==> src/rtl/sccb_cfg_sequencer.sv <==
// Schedules SCCB register writes: boot table from ROM first, then runtime requests.
// One 3-phase write in flight at a time, with a settle gap after each and a completion timeout.
module sccb_cfg_sequencer #(
  parameter int unsigned ROM_DEPTH      = 75,
  parameter int unsigned GAP_CYCLES     = 25000,
  parameter int unsigned TIMEOUT_CYCLES = 100000,
  parameter logic [7:0]  DEV_ID         = 8'h42,
  parameter bit          AUTO_INIT      = 1'b1
) (
  input  logic        clk,
  input  logic        reset,
  input  logic        init_start,
  output logic [7:0]  rom_addr,
  input  logic [15:0] rom_data,
  input  logic        rt_req,
  input  logic [7:0]  rt_addr,
  input  logic [7:0]  rt_data,
  output logic        rt_ack,
  output logic        m_start,
  output logic [7:0]  m_id,
  output logic [7:0]  m_reg,
  output logic [7:0]  m_data,
  input  logic        m_busy,
  input  logic        m_done,
  output logic        init_done,
  output logic        busy,
  output logic        err
);

  localparam int unsigned IDX_W = 8;
  localparam int unsigned CNT_W = 32;

  typedef enum logic [2:0] {IDLE, FETCH, LATCH, ISSUE, WAIT, GAP} state_t;

  state_t           state, state_next;
  logic [IDX_W-1:0] idx, idx_next, idx_inc, addr_next;
  logic [CNT_W-1:0] cnt, cnt_next;
  logic [7:0]       reg_next, data_next;
  logic             init_pend, init_pend_next;
  logic             restart, restart_next;
  logic             init_active, active_next;
  logic             done_next, err_next;
  logic             is_rt, is_rt_next;

  assign idx_inc = idx + IDX_W'(1);
  assign m_id    = DEV_ID;
  assign busy    = (state != IDLE);
  // Start fires in the very cycle the master reports idle, so it follows m_busy directly.
  assign m_start = (state == ISSUE) && !m_busy;
  assign rt_ack  = m_start && is_rt;

  always_ff @(posedge clk) begin
    if (reset) begin
      state       <= IDLE;
      idx         <= '0;
      rom_addr    <= '0;
      cnt         <= '0;
      m_reg       <= '0;
      m_data      <= '0;
      init_pend   <= AUTO_INIT;
      restart     <= 1'b0;
      init_active <= 1'b0;
      init_done   <= 1'b0;
      err         <= 1'b0;
      is_rt       <= 1'b0;
    end else begin
      state       <= state_next;
      idx         <= idx_next;
      rom_addr    <= addr_next;
      cnt         <= cnt_next;
      m_reg       <= reg_next;
      m_data      <= data_next;
      init_pend   <= init_pend_next;
      restart     <= restart_next;
      init_active <= active_next;
      init_done   <= done_next;
      err         <= err_next;
      is_rt       <= is_rt_next;
    end
  end

  always_comb begin
    state_next     = state;
    idx_next       = idx;
    addr_next      = rom_addr;
    cnt_next       = cnt;
    reg_next       = m_reg;
    data_next      = m_data;
    init_pend_next = init_pend;
    restart_next   = restart;
    active_next    = init_active;
    done_next      = init_done;
    err_next       = err;
    is_rt_next     = is_rt;

    case (state)
      IDLE: begin
        if (init_pend || init_start || restart) begin
          state_next     = FETCH;
          idx_next       = '0;
          addr_next      = '0;
          init_pend_next = 1'b0;
          restart_next   = 1'b0;
          active_next    = 1'b1;
          done_next      = 1'b0;
        end else if (init_done && rt_req) begin
          state_next = ISSUE;
          reg_next   = rt_addr;
          data_next  = rt_data;
          is_rt_next = 1'b1;
        end
      end
      FETCH: state_next = LATCH;
      LATCH: begin
        if (restart) begin
          state_next   = FETCH;
          restart_next = 1'b0;
          idx_next     = '0;
          addr_next    = '0;
        end else if (rom_data == 16'hFFFF || idx == IDX_W'(ROM_DEPTH)) begin
          state_next  = IDLE;
          done_next   = 1'b1;
          active_next = 1'b0;
        end else begin
          state_next = ISSUE;
          reg_next   = rom_data[15:8];
          data_next  = rom_data[7:0];
          is_rt_next = 1'b0;
        end
      end
      ISSUE: begin
        if (!m_busy) begin
          state_next = WAIT;
          cnt_next   = '0;
        end
      end
      WAIT: begin
        // Done wins over a timeout expiring in the same cycle.
        if (m_done) begin
          state_next = GAP;
          cnt_next   = '0;
        end else if (cnt == CNT_W'(TIMEOUT_CYCLES - 1)) begin
          state_next = GAP;
          cnt_next   = '0;
          err_next   = 1'b1;
        end else begin
          cnt_next = cnt + CNT_W'(1);
        end
      end
      GAP: begin
        if (cnt == CNT_W'(GAP_CYCLES - 1)) begin
          cnt_next = '0;
          if (restart) begin
            state_next   = FETCH;
            restart_next = 1'b0;
            idx_next     = '0;
            addr_next    = '0;
            active_next  = 1'b1;
          end else if (init_active) begin
            state_next = FETCH;
            idx_next   = idx_inc;
            // Past the last entry the address holds; LATCH ends the load on the index.
            if (idx_inc < IDX_W'(ROM_DEPTH)) addr_next = idx_inc;
          end else begin
            state_next = IDLE;
          end
        end else begin
          cnt_next = cnt + CNT_W'(1);
        end
      end
      default: state_next = IDLE;
    endcase

    if (init_start) begin
      done_next = 1'b0;
      err_next  = 1'b0;
      if (state != IDLE) restart_next = 1'b1;
    end
  end

endmodule

==> config.mk <==
export PLATFORM = sky130hd
export DESIGN_NAME = sccb_cfg_sequencer
export DESIGN_NICKNAME = d
export VERILOG_FILES = /design/src/rtl/sccb_cfg_sequencer.sv
export SDC_FILE = /design/constraint.sdc
export NUM_CORES = 1
export LEC_CHECK = 0
export CAP_MARGIN = 30
export CORE_UTILIZATION = 52
export CTS_CLUSTER_SIZE = 12
export DETAILED_ROUTE_END_ITERATION = 8
export GPL_TIMING_DRIVEN = 0
export HOLD_SLACK_MARGIN = 0.1
export MAX_ROUTING_LAYER = met4
export PLACE_DENSITY = 0.82
export RECOVER_POWER = 50
export SYNTH_ARGS = -nofsm -noshare
export SYNTH_HDL_FRONTEND = slang
export SYNTH_SLANG_ARGS = --single-unit
==> constraint.sdc <==
create_clock -name clk -period 2.5 [get_ports clk]
set_input_delay 0.75 -clock clk [delete_from_list [all_inputs] [get_ports clk]]
set_output_delay 0.75 -clock clk [all_outputs]
set_load 0.005 [all_outputs]
==> summary.md, run 1 <==
| Metric | Value |
|---|---|
| Outcome | `complete, but fails checks` |
| Violated checks | `setup timing` |
| Register ranked first by flip-flop count | `cnt` |
| Ordered cell list for the critical path | `clkdlybuf4s50_1 > nand4_1 > nor4_4 > a41oi_2 > a2111oi_1 > nor2_1 > a2111oi_1` |
| Total congestion overflow | `0` |
| H-tree level count | `3` |
| Setup repair after global routing missed its margin | `yes` |
| Post-Route Setup TNS | `-0.0313 ns` |
| Number of nets in the final layout | `~590` |
| Fill count | `roughly 580` |
| HPWL after detailed placement | `between 7000 and 8000 microns` |
| Setup clock skew after layout | `~0.011 ns` |
| Final Power | `between 4 and 5 mW` |
| Clock-pin slew reported for the worst setup and hold paths after clock tree synthesis | `~0.080 ns` |
| Tightest Pin Transition | `approximately 1.0 ns` |
| Setup violations, final | `1` |
| CP max-delay cell | `clkdlybuf4s50_1` |
| Number of antenna violations at the first check in global routing | `0` |
| Primary flip-flop cell chosen by synthesis mapping | `dfxtp_1` |
| Max reg flops | `32` |
| Endpoint class of the critical path | `register` |
| Gate family responsible for the most delay along the worst path | `compound AO/OA/AOI/OAI gates` |
| Number of buffers inserted by port buffering | `66` |
| Number of global-route vias before repair | `~3500` |
| Static Leak | `1.87 nW` |
| Critical path start-end classification | `in -> reg` |
| Cts-stage hold buffer count | `0` |
| DR iter-0 viols | `approximately 190` |
| Cell count after synthesis | `approximately 470` |
| Cell area after synthesis | `roughly 3900 sq um` |
| Initial core utilization | `0.539` |
| Most repeated library cell on the critical path | `a2111oi_1` |
| Register bit total from synthesis | `between 70 and 80` |
| DR DRC count | `0` |
| Worst rel slew slack | `0.307` |
| Clock share of power | `0.262` |
| TritonCTS clock tree | `built` |
| Number of pins exceeding their max-slew limit in the final report | `0` |
| Number of clock sinks | `73` |
| Area delta synth->final | `29.2%` |
| Fin crit share | `1.01` |
| Critical path buffer and inverter count | `1` |
| Path type of the worst min-delay path | `reg -> reg` |
| Net switching power | `1.56 mW` |
| Overall routing resource usage | `0.275` |
| Share of total power in combinational logic | `0.402` |
| Ports placed on the boundary | `75` |
| Placeable Area | `between 7000 and 8000 sq um` |
| Chip width | `approximately 89 microns` |
| Worst ir drop on vdd | `~0.32 mV` |
| Data required time at the worst endpoint | `between 2 and 3 ns` |
| Final Hold Violating Endpoints | `0` |
| Detailed-route via count | `3848` |
| Fmax achieved | `between 300 and 400 MHz` |
| Share of post-route cells with drive strength above 1 | `0.134` |
| Internal power | `2.78 mW` |
| Maximum net fanout on the critical path | `4` |
| Overall die area | `7870 sq um` |
| Crit path time final | `approximately 2.5 ns` |
| Worst stage delay on the critical path | `0.50 ns` |
| Synth cell types | `between 60 and 70` |
| Average routed wire per standard cell | `roughly 16 microns` |
| Type of origin of the critical path | `primary input` |
| Final weighted congestion of routability-driven global placement | `roughly 0.95` |
| Sequential cell fraction of total power | `0.336` |
| Fraction of the yosys area taken by sequential cells | `0.374` |
| Worst-Skew Late Latency | `roughly 0.35 ns` |
| Drt first pass iters | `5` |
| Setup ws final | `-0.0313 ns` |
| Maximum number of pins on one net before global-route repair | `13` |
| Pwr Density | `~860 nW/um^2` |
| Post-detailed-route via-to-cell ratio | `5.86` |
| Number of enable-type register cells in the synthesized netlist | `0` |
| Post-DRT Antenna Nets | `0` |
| Async S/R FF share, synth | `0` |
| Number of warning messages in the yosys log | `0` |
| Clock buffer count from CTS | `9` |
| Critical path arrival | `around 2.8 ns` |
| Antenna fix cells | `0` |
| Mean Syn Cell Area | `roughly 8.3 sq um` |
| First-pass GRT wire length | `~16000 microns` |
| Wire length reported by the detailed router | `around 11000 microns` |
| CTS root buffer | `clkbuf_8` |
| Core Rows | `31` |
| Max-cap violations | `0` |
| Switching Fraction | `0.360` |
| Vertical die dimension | `~90 microns` |
| Max Root-Sink Buffers | `2` |
cells by family (layout without fill, tap and decap cells):
logic type,after synthesis,after routing,synth area share
buffers and inverters,43,126,0.0557
other,2,8,0.00192
XOR/XNOR,22,22,0.0493
adder cells (fa/ha/maj),3,3,0.00960
multiplexers,22,22,0.0563
AO/OA/AOI/OAI,92,92,0.157
AND/OR/NAND/NOR,212,212,0.296
flip-flops,73,73,0.374
Yosys cell counts, types with 10 or more instances:
library cell / instances / area share
a21oi_1: 23 / 0.029
nand4_1: 21 / 0.034
buf_4: 10 / 0.019
clkbuf_1: 13 / 0.012
mux2i_1: 22 / 0.056
nand2_1: 35 / 0.034
nor2_1: 59 / 0.057
dfxtp_1: 73 / 0.37
nand3_1: 25 / 0.032
o21ai_0: 10 / 0.013
xor2_1: 13 / 0.029
a211oi_1: 19 / 0.036
layout by cell type, fill, tap and decap left out, types with 5 or more instances in the layout:
cell             synthesis  layout
a211oi_1                19      15
a21oi_1                 23      22
and4_1                   7       7
buf_2                    9       8
buf_4                   10      14
clkbuf_1                13       7
clkbuf_2                 0       5
clkbuf_8                 0      10
clkdlybuf4s50_1          0      35
conb_1                   2       8
dfxtp_1                 73      73
dlygate4sd3_1            0      27
inv_1                    8       8
mux2i_1                 22      22
nand2_1                 35      35
nand3_1                 25      25
nand4_1                 21      21
nor2_1                  59      56
nor3_1                   9       9
nor4_1                   6       5
o21ai_0                 10       9
o21ai_1                  9      10
or3_1                    8       8
or4_1                    5       5
xnor2_1                  9       9
xor2_1                  13      13
stage by stage:
step	std cells	instance area, sq um	setup slack [ns]	utilization	hold WS, ns
floorplan	475	3930	0.327	-	0.416
global placement	640	4720	-0.596	0.650	0.429
detailed placement	640	4720	-0.615	0.650	0.434
CTS	657	5010	0.00142	0.691	0.446
global route	657	5050	-0.158	0.697	0.501
finish	657	5050	-0.0313	0.697	0.445
layout make-up:
type	instances	area, sq um	area share
Tap cell	99	124	0.0245
Clock inverter	6	105	0.0208
Sequential cell	73	1460	0.289
Clock buffer	10	138	0.0272
Multi-Input combinational cell	359	2320	0.460
Inverter	9	33.8	0.00668
Buffer	32	185	0.0366
Timing Repair Buffer	69	682	0.135
layer usage:
metal  track usage  wire length, microns  share of wire  up-vias
met5             -                     0              0        -
li1              -                     -              -     1877
met4         0.128                   226          0.021        0
met1         0.311                  4330           0.41     1788
met2         0.476                  5400           0.51      159
met3        0.0448                   713          0.067       24
worst reg2reg max path, delay by kind of cell (launching register included):
kind            cells  cell delay (ns)
fa+ha+maj           1             0.25
buf+inv             1             0.26
simple gates        3             0.56
flops               1             0.41
compound gates      3             0.75
what timing repair did:
item / in CTS / in global routing
setup buffers: 1 / 2
resized for setup: 16 / 17
pin swaps: 4 / 3
setup endpoints to repair: 47 / 54
endpoints found under the hold margin: 0 / 0
power by group through the flow:
stage	Combinational [mW]	Clock [mW]	Sequential (mW)
6_report	1.75	1.14	1.46
5_1_grt	1.92	1.19	1.48
4_1_cts	1.72	1.14	1.46
3_5_place_dp	1.67	0	1.48
2_1_floorplan	1.05	0	1.47
3_3_place_gp	1.63	0	1.47
path summary, 6_finish.rpt:
path,from,endpoint,slack (ns),cells past startpoint
worst max-delay path,rom_data[10],init_done,-0.03,7
worst min-delay path,init_pend,init_pend,0.44,2
worst max register to register,cnt[0],cnt[11],0.11,8
worst min register to register,init_pend,init_pend,0.44,2
No activity file was read; power rests on OpenSTA's default activity.
==> run 2: changes to the inputs <==
--- a/config.mk
+++ b/config.mk
@@ -12,7 +12,7 @@
 export GPL_TIMING_DRIVEN = 0
 export HOLD_SLACK_MARGIN = 0.1
 export MAX_ROUTING_LAYER = met4
-export PLACE_DENSITY = 0.82
+export PLACE_DENSITY = 0.84
 export RECOVER_POWER = 50
 export SYNTH_ARGS = -nofsm -noshare
 export SYNTH_HDL_FRONTEND = slang
==> run 2 against run 1 <==
The flow now finishes without violations. Utilization fell by 0.60 points. Sequential power about the same. Fmax grew 2.3%. Register-to-register slack better by 0.07 ns. Die area stayed put. Global-route usage is 0.83 points higher. Sequential share of layout area is 0.30 points higher. Sequential cell count is the same. Clock skew increased by 0.0017 ns. Via count increased by 0.91%. Count of clock-buffer cells in the layout is 2 higher.
==> summary.md, run 2 (synthesis gave the netlist of run 1 again) <==
| Metric | Value |
|---|---|
| Outcome | `finished clean` |
| Chip width | `88.7 microns (unchanged)` |
| First-pass GRT wire length | `16700 microns (+3.7%)` |
| Total congestion overflow | `0 (unchanged)` |
| Fin crit share | `0.989 (-0.0231)` |
| Setup clock skew after layout | `0.0126 ns (+0.00172 ns)` |
| Max Root-Sink Buffers | `2 (unchanged)` |
| DR DRC count | `0 (unchanged)` |
| Number of global-route vias before repair | `3599 (+2.3%)` |
| Worst rel slew slack | `0.294 (-0.0124)` |
| Number of clock sinks | `73 (unchanged)` |
| Worst reg2reg path depth | `6 (-2)` |
| Worst slack at placement | `-0.591 ns (+0.0242 ns)` |
| Detailed-route via count | `3883 (+0.91%)` |
| Final design area excluding fillers | `5010 sq um (-0.87%)` |
| Post-detailed-route via-to-cell ratio | `5.93 (+1.2%)` |
| Number of buffers inserted by port buffering | `66 (unchanged)` |
| Pwr Density | `820 nW/um^2 (-4.5%)` |
| Instance area after placement | `4720 sq um (unchanged)` |
| Ports placed on the boundary | `75 (unchanged)` |
| Most frequent cells in the layout | `dfxtp_1, nor2_1, clkdlybuf4s50_1, nand2_1, dlygate4sd3_1` |
| Worst reg2reg path endpoint | `idx[5]` |
| Crit path time final | `2.47 ns (-0.0577 ns)` |
| Final Hold Violating Endpoints | `0 (unchanged)` |
| Worst ir drop on vdd | `0.459 mV (+43%)` |
| Startpoint of the lowest-slack hold path | `rom_addr[7]` |
| Type of origin of the critical path | `primary input` |
| Overall routing resource usage | `0.284 (+0.00829)` |
| Antenna fix cells | `0 (unchanged)` |
| Maximum net fanout on the critical path | `5 (+1)` |
| Number of pins exceeding their max-slew limit in the final report | `0 (unchanged)` |
| Overall die area | `7870 sq um (unchanged)` |
| Most common cell after layout, fill and taps aside | `dfxtp_1` |
| Worst stage delay on the critical path | `0.50 ns (about the same)` |
| Fmax achieved | `404 MHz (+2.3%)` |
| Fill count | `603 (+4.1%)` |
| Critical path start-end classification | `in -> reg` |
| CTS root buffer | `clkbuf_8` |
| Final standard cell utilization of the core | `0.691 (-0.00604)` |
| Wire length reported by the detailed router | `10400 microns (-2.6%)` |
| Data required time at the worst endpoint | `2.74 ns (about the same)` |
| Critical path arrival | `2.72 ns (-0.05 ns)` |
| Ordered cell list for the critical path | `clkdlybuf4s50_1 > nand4_1 > nor4_4 > a41oi_4 > or4_1 > a32o_1` |
| Maximum number of pins on one net before global-route repair | `12 (-1)` |
| Clock buffer count from CTS | `9 (unchanged)` |
| Endpoint class of the critical path | `register` |
| Max reg flops | `32 (unchanged)` |
| Share of post-route cells with drive strength above 1 | `0.133 (-0.00132)` |
| Number of antenna violations at the first check in global routing | `0 (unchanged)` |
| Worst-case register-to-register setup slack | `0.18 ns (+0.07 ns)` |
| H-tree level count | `3 (unchanged)` |
| WHS Endpoint | `rom_addr[7]` |
| Setup ws final | `0.0265 ns (+0.0577 ns)` |
| Register ranked first by flip-flop count | `cnt` |
| Post-DRT Antenna Nets | `0 (unchanged)` |
| TritonCTS clock tree | `built` |
| Tightest Pin Transition | `1.05 ns (+0.0184 ns)` |
| Setup violations, final | `0 (-1)` |
| Drt first pass iters | `5 (unchanged)` |
| Final weighted congestion of routability-driven global placement | `0.906 (-4.4%)` |
| Vertical die dimension | `88.7 microns (unchanged)` |
| Area occupied by registers | `1460 sq um (+0.17%)` |
| Initial core utilization | `0.539 (unchanged)` |
| Placeable Area | `7250 sq um (unchanged)` |
| Worst-Skew Late Latency | `0.35 ns (about the same)` |
| Gate family responsible for the most delay along the worst path | `simple AND/OR/NAND/NOR gates` |
| CP max-delay cell | `clkdlybuf4s50_1` |
| Area taken by multi-input logic gates | `2340 sq um (+0.81%)` |
| Max-cap violations | `0 (unchanged)` |
| Area delta synth->final | `28.1%` |
| Setup repair after global routing missed its margin | `yes` |
| Critical path buffer and inverter count | `1 (unchanged)` |
| Average routed wire per standard cell | `15.9 microns (-2.3%)` |
| DR iter-0 viols | `223 (+18%)` |
| Beginning of the worst register-to-register path | `cnt[28]` |
| Number of nets in the final layout | `593 (-0.17%)` |
| Cts-stage hold buffer count | `0 (unchanged)` |
| Clock-pin slew reported for the worst setup and hold paths after clock tree synthesis | `0.08 ns (about the same)` |
| Static Leak | `1.84 nW (-1.7%)` |
| HPWL after detailed placement | `7590 microns (-1.4%)` |
| Worst hold stages | `1 (-1)` |
| Core Rows | `31 (unchanged)` |
| Path type of the worst min-delay path | `reg -> reg` |
run 2: worst max-delay path by stage:
| stage | slack, ns | start | to | depth (start not counted) |
|---|---|---|---|---|
| 6_report | 0.03 | rom_data[13] | init_active | 6 |
| 5_1_grt | -0.02 | rom_data[13] | m_reg[0] | 7 |
| 4_1_cts | -0.02 | rom_data[13] | init_done | 7 |
| 3_5_place_dp | -0.59 | m_busy | cnt[17] | 8 |
| 3_3_place_gp | -0.59 | rom_data[6] | init_done | 7 |
| 2_1_floorplan | 0.33 | m_busy | cnt[15] | 7 |
run 2: cell type report:
class                   instances  share of cell area
multi-input cells             359               0.468
flip-flops and latches         73               0.292
repair buffers                 68               0.133
plain buffers                  32              0.0365
clock buffers                  12              0.0310
well taps                      99              0.0247
clock inverters                 3             0.00799
inverters                       9             0.00674
run 2: metal layers:
metal,vias up,part of all wire,global-route usage
met5,-,0,-
met4,0,0.029,0.138
met3,28,0.059,0.0578
met2,135,0.49,0.467
met1,1849,0.42,0.329
li1,1871,-,-
run 2: power by group:
part | internal (mW) | leakage (nW) | switching (mW)
Combinational | 0.731 | 1.15 | 0.987
Sequential | 1.34 | 0.593 | 0.117
Clock | 0.507 | 0.102 | 0.424
run 2: metrics by stage:
step                      hold slack (ns)  TNS, ns  power (mW)  instances
after floorplan                     0.416        0        2.52        475
after global placement              0.429   -28.76        3.11        640
after detailed placement            0.456   -31.08        3.16        640
after CTS                           0.468  -0.0190        4.11        657
after global routing                0.493  -0.0443        4.35        655
final                               0.469        0        4.11        655
run 2: repair_timing:
action / CTS / global route
hold endpoints to repair: 0 / 0
cloned: 0 / 0
resized for setup: 19 / 14
setup endpoints to repair: 50 / 48
setup buffers: 2 / 0
pin swaps: 2 / 7
